<file path="config.mk">
export PLATFORM = sky130hd
export DESIGN_NAME = mux_share_arbiter_flat
export DESIGN_NICKNAME = d
export VERILOG_FILES = /design/src/rtl/mux_share_arbiter_if.sv /design/src/rtl/mux_share_arbiter.sv /design/src/flat_wrapper.sv
export SDC_FILE = /design/constraint.sdc
export NUM_CORES = 1
export LEC_CHECK = 0
export CORE_MARGIN = 5
export CORE_UTILIZATION = 35
export CTS_CLUSTER_SIZE = 25
export DETAILED_ROUTE_END_ITERATION = 8
export PLACE_DENSITY = 0.69
export SLEW_MARGIN = 20
export SYNTH_ARGS = -nofsm -noshare
export SYNTH_HDL_FRONTEND = slang
export SYNTH_SLANG_ARGS = --single-unit
</file>
<file path="constraint.sdc">
create_clock -name CLOCK_50 -period 2.3 [get_ports CLOCK_50]
set_input_delay 0.46 -clock CLOCK_50 [delete_from_list [all_inputs] [get_ports CLOCK_50]]
set_output_delay 0.46 -clock CLOCK_50 [all_outputs]
set_load 0.05 [all_outputs]
</file>
<file path="src/rtl/mux_share_arbiter_if.sv">
// Bus bundle between the switch-driven sources and the shared mux arbiter.
// master: the side that issues requests and supplies data.
// slave:  the arbiter that grants and drives the muxed output.
interface mux_share_arbiter_if #(
    parameter int WIDTH = 4
);
    logic [1:0]       req;
    logic [WIDTH-1:0] data_a;
    logic [WIDTH-1:0] data_b;
    logic [1:0]       grant;
    logic             valid;
    logic [WIDTH-1:0] data_out;

    modport master (
        output req, data_a, data_b,
        input  grant, valid, data_out
    );

    modport slave (
        input  req, data_a, data_b,
        output grant, valid, data_out
    );
endinterface

</file>
<file path="src/rtl/mux_share_arbiter.sv">
// Round-robin arbiter time-sharing one WIDTH-bit 2:1 mux between A and B.
// A tenure counter limits how long one side holds the mux while the other
// side waits; a lone requester keeps the mux indefinitely.
module mux_share_arbiter #(
    parameter int WIDTH = 4,
    parameter int HOLD  = 8
) (
    input  logic                  CLOCK_50,
    input  logic                  reset,
    mux_share_arbiter_if.slave    bus
);
    localparam int CW = (HOLD > 2) ? $clog2(HOLD) : 1;
    localparam logic [CW-1:0] CNT_LIMIT = CW'(HOLD - 1);

    typedef enum logic [1:0] {
        IDLE  = 2'd0,
        GNT_A = 2'd1,
        GNT_B = 2'd2
    } state_t;

    state_t        state_q, state_d;
    logic [CW-1:0] cnt_q, cnt_d;
    logic          last_q, last_d;   // 0 = A served last, 1 = B served last
    logic          at_limit;

    assign at_limit = (cnt_q == CNT_LIMIT);

    // State, tenure counter and round-robin pointer registers
    always_ff @(posedge CLOCK_50 or posedge reset) begin
        if (reset) begin
            state_q <= IDLE;
            cnt_q   <= '0;
            last_q  <= 1'b1;
        end else begin
            state_q <= state_d;
            cnt_q   <= cnt_d;
            last_q  <= last_d;
        end
    end

    // Next-state decision: handover on drop, timeout only against a competitor
    always_comb begin
        state_d = state_q;
        cnt_d   = cnt_q;
        last_d  = last_q;
        case (state_q)
            IDLE: begin
                case (bus.req)
                    2'b01:   state_d = GNT_A;
                    2'b10:   state_d = GNT_B;
                    2'b11:   state_d = last_q ? GNT_A : GNT_B;
                    default: state_d = IDLE;
                endcase
            end
            GNT_A: begin
                if (!bus.req[0]) begin
                    state_d = bus.req[1] ? GNT_B : IDLE;
                end else if (bus.req[1] && at_limit) begin
                    state_d = GNT_B;
                end else begin
                    cnt_d = at_limit ? '0 : cnt_q + CW'(1);
                end
            end
            GNT_B: begin
                if (!bus.req[1]) begin
                    state_d = bus.req[0] ? GNT_A : IDLE;
                end else if (bus.req[0] && at_limit) begin
                    state_d = GNT_A;
                end else begin
                    cnt_d = at_limit ? '0 : cnt_q + CW'(1);
                end
            end
            default: state_d = IDLE;
        endcase

        // Any state change starts a fresh tenure and records who now holds it
        if (state_d != state_q) begin
            cnt_d = '0;
            if (state_d == GNT_A) begin
                last_d = 1'b0;
            end else if (state_d == GNT_B) begin
                last_d = 1'b1;
            end
        end
    end

    assign bus.grant = (state_q == GNT_A) ? 2'b01 :
                       (state_q == GNT_B) ? 2'b10 : 2'b00;
    assign bus.valid = (state_q == GNT_A) || (state_q == GNT_B);

    // Unregistered data path: the live source selected by the registered state
    always_comb begin
        bus.data_out = '0;
        case (state_q)
            GNT_A:   bus.data_out = bus.data_a;
            GNT_B:   bus.data_out = bus.data_b;
            default: bus.data_out = '0;
        endcase
    end
endmodule

</file>
<file path="src/flat_wrapper.sv">
// flat-port wrapper written by rule: the top's interface ports become plain ports
module mux_share_arbiter_flat 
#(
    parameter int WIDTH = 4,
    parameter int HOLD  = 8
)
  (CLOCK_50, reset, bus_req, bus_data_a, bus_data_b, bus_grant, bus_valid, bus_data_out);
  mux_share_arbiter_if #(.WIDTH(WIDTH)) bus_i ();
  input  logic CLOCK_50;
  input  logic reset;
  input wire logic [$bits(bus_i.req)-1:0] bus_req;
  input wire logic [$bits(bus_i.data_a)-1:0] bus_data_a;
  input wire logic [$bits(bus_i.data_b)-1:0] bus_data_b;
  output wire logic [$bits(bus_i.grant)-1:0] bus_grant;
  output wire logic [$bits(bus_i.valid)-1:0] bus_valid;
  output wire logic [$bits(bus_i.data_out)-1:0] bus_data_out;
  assign bus_i.req = bus_req;
  assign bus_i.data_a = bus_data_a;
  assign bus_i.data_b = bus_data_b;
  assign bus_grant = bus_i.grant;
  assign bus_valid = bus_i.valid;
  assign bus_data_out = bus_i.data_out;
  mux_share_arbiter #(.WIDTH(WIDTH), .HOLD(HOLD)) u_core (.CLOCK_50(CLOCK_50), .reset(reset), .bus(bus_i));
endmodule
</file>
==> results.py <==
metrics = {
    "drt": {
        "route.detailed.drc": 0,
        "wire_per_inst_microns": 14.3,
        "ant_nets": 0,
        "vias_per_cell": 5.29,
        "wirelength_mm": 1.59,
        "firstDrtPassIters": 4,
        "num_vias": 587,
        "drt_iter0_markers": 5,
    },
    "critical_path": {
        "cp_max_fo": 5,
        "crit_type": "reg -> reg",
        "crit_start": "u_core.cnt_q[0]$_DFFE_PP0P_",
        "start_kind": "flop",
        "r2r-start": "u_core.cnt_q[0]$_DFFE_PP0P_",
        "cp-end-kind": "flop",
        "worstPathRequired_ns": 2.48,
        "arrival_ns": 2.41,
    },
    "global_routing": {
        "antenna_found_initial": 0,
        "grt.met1_usage_pct": 13.7,
        "grt_max_degree": 8,
        "grt_util_met2_pct": 21.1,
        "grt.overflow.total": 0,
        "grt_pass1_wl_mm": 2.46,
        "grt_usage_pct": 12.2,
        "grt_busiest_layer": "met2",
        "grt_pass1_vias": 577,
        "grt.met3_usage_pct": 2.33,
    },
    "sta": {
        "slew_viol_final": 0,
        "hold_viol": 0,
        "skew_ns": 0.000890,
        "hold-worst-slack_ns": 0.419,
        "setup_viol": 0,
        "maxSlewHeadroom_pct": 75.0,
        "fmax_ghz": 0.447,
        "finalCriticalPeriod_ns": 2.24,
        "period_share_pct": 97.3,
        "worstMarginPinSlew_ns": 0.375,
    },
    "clock_tree": {
        "cts_sinks": 6,
        "cts_buffer_depth": 2,
        "htree_levels": 1,
        "clock_latency_ns": 0.25,
        "cts_buffers": 3,
        "cts_root_buffer": "clkbuf_4",
        "clk_pin_slew_worst_paths_ns": 0.05,
        "tritoncts": "done",
    },
    "yosys": {
        "synth_most_common_cell": "nor2_1",
        "synth-edff-count": 0,
        "async_flop_share_pct": 100,
        "synth_top_area_share_pct": 21.3,
        "yosysTopAreaCell": "dfrtp_1",
        "ys_ff_latch": 6,
        "syn_area_sq_um": 587,
        "synthDistinctLibCells": 25,
        "synth_ff_type": "dfrtp_1",
        "synth_nets": 84,
        "ys_warn_count": 0,
        "synth_area_leaders": "dfrtp_1, ha_1, mux2i_1",
        "syn_area_per_cell_sq_um": 9.17,
        "ys_seq_area_share_pct": 25.8,
        "synth_top_cells_by_count": "nor2_1, ha_1, inv_1",
        "netlist_instances": 64,
    },
    "final_layout": {
        "num_antenna_cells": 0,
        "design_area_sq_um": 953,
        "final_nets": 116,
        "fillers": 142,
        "final_cell_count_no_fill": 111,
        "drive_gt1_share_pct": 36.8,
        "synthToLayoutAreaGrowth_pct": 62.5,
    },
    "die": {
        "die_w_microns": 50.9,
        "dieArea_sq_um": 2600,
        "core_sq_um": 1540,
        "start_util_pct": 38.1,
        "ios": 19,
        "row_count": 14,
        "die_h_microns": 50.9,
    },
    "place": {
        "dpl.cell_count": 107,
        "postPlaceCellArea_sq_um": 886,
        "hpwlAfterDp_mm": 1.28,
        "finalWeightedCongestion": 0.745,
        "port_buffers": 18,
    },
    "worst_hold_path": {
        "hp-class": "in -> async",
    },
    "job": {
        "cap_violations": 0,
    },
    "power_and_ir_drop": {
        "peakVddDrop_v": 0.000733,
        "p_leak_nw": 0.438,
        "power.density_nw_per_um2": 1410,
    },
    "outcome": {
        "status": "complete, no violations",
    },
}
## worst max-delay path, stage by stage, from the launching register on
cell and delay [ns]:
dfrtp_1 0.39, ha_1 0.23, ha_4 0.18, nand2_2 0.08, a32oi_2 0.13, o21a_1 0.19, or2_2 0.29, ha_1 0.28
a31oi_1 0.18, mux2i_1 0.20
## layout by cell type (no fill, tap or decap), types with 4 or more instances in the layout
cell,instances
buf_12,4
inv_1,6
ha_1,5
a22oi_1,4
dfrtp_1,5
nor2_1,10
mux2i_1,4
buf_4,14
clkdlybuf4s50_1,11
## logic make-up after synthesis
logic type	share of synthesized area, %
flops	25.8
compound gates	28.1
fa+ha+maj	17.1
simple gates	15.1
buf+inv	7.04
mux	6.82
## per-layer routing
metal | wire length, microns | share of wire [%] | vias to the layer above
met3 | 119 | 7.5 | 4
met5 | 0 | 0 | -
met1 | 645 | 41 | 271
li1 | - | - | 294
met2 | 799 | 50 | 18
met4 | 28 | 1.8 | 0
## final timing paths
path	depth (start not counted)	end	slack, ns
max in group asynchronous	2	u_core.last_q$_DFFE_PP1P_	1.63
worst max register to register	9	u_core.last_q$_DFFE_PP1P_	0.06
worst min-delay path	2	u_core.cnt_q[1]$_DFFE_PP0P_	0.42
min in group CLOCK_50	2	u_core.last_q$_DFFE_PP1P_	0.50
worst min register to register	2	u_core.last_q$_DFFE_PP1P_	0.50
worst max-delay path	9	u_core.last_q$_DFFE_PP1P_	0.06
## state kept, by name (all words and copies together), names as in the netlist
register,flops
u_core.last_q,1
u_core.cnt_q,3
u_core.state_q,2
## report_power, final
| part | leakage, nW | total, W | internal, W | switching (W) |
|---|---|---|---|---|
| Combinational | 0.346 | 0.00105 | 0.000466 | 0.000588 |
| Sequential | 0.0771 | 0.000182 | 0.000150 | 0.0000314 |
| Clock | 0.0150 | 0.000107 | 0.0000659 | 0.0000414 |
## layout make-up
| type | count | area [sq um] | area share [%] |
|---|---|---|---|
| Inverter | 6 | 22.5 | 2.36 |
| Tap cell | 16 | 20.0 | 2.10 |
| Clock buffer | 4 | 26.3 | 2.76 |
| Multi-Input combinational cell | 50 | 438 | 45.9 |
| Timing Repair Buffer | 29 | 295 | 31.0 |
| Sequential cell | 6 | 151 | 15.9 |
## per-stage QoR
step / setup slack, ns / setup TNS [ns] / power [W] / util, %
floorplan: -0.0955 / -0.435 / 0.000858 / -
global placement: -0.0470 / -0.0470 / 0.00117 / 57.5
detailed placement: -0.140 / -0.140 / 0.00120 / 57.5
CTS: 0.0223 / 0 / 0.00132 / 59.3
global route: -0.00752 / -0.00752 / 0.00143 / 61.9
finish: 0.0612 / 0 / 0.00134 / 61.9
## repair_timing
item	in CTS	in global routing
hold buffers	0	0
setup endpoints to repair	1	1
pin swaps	0	0
resized for setup	1	8
endpoints found under the hold margin	0	0
setup buffers	0	0
Power figures use the tool's default switching activity.
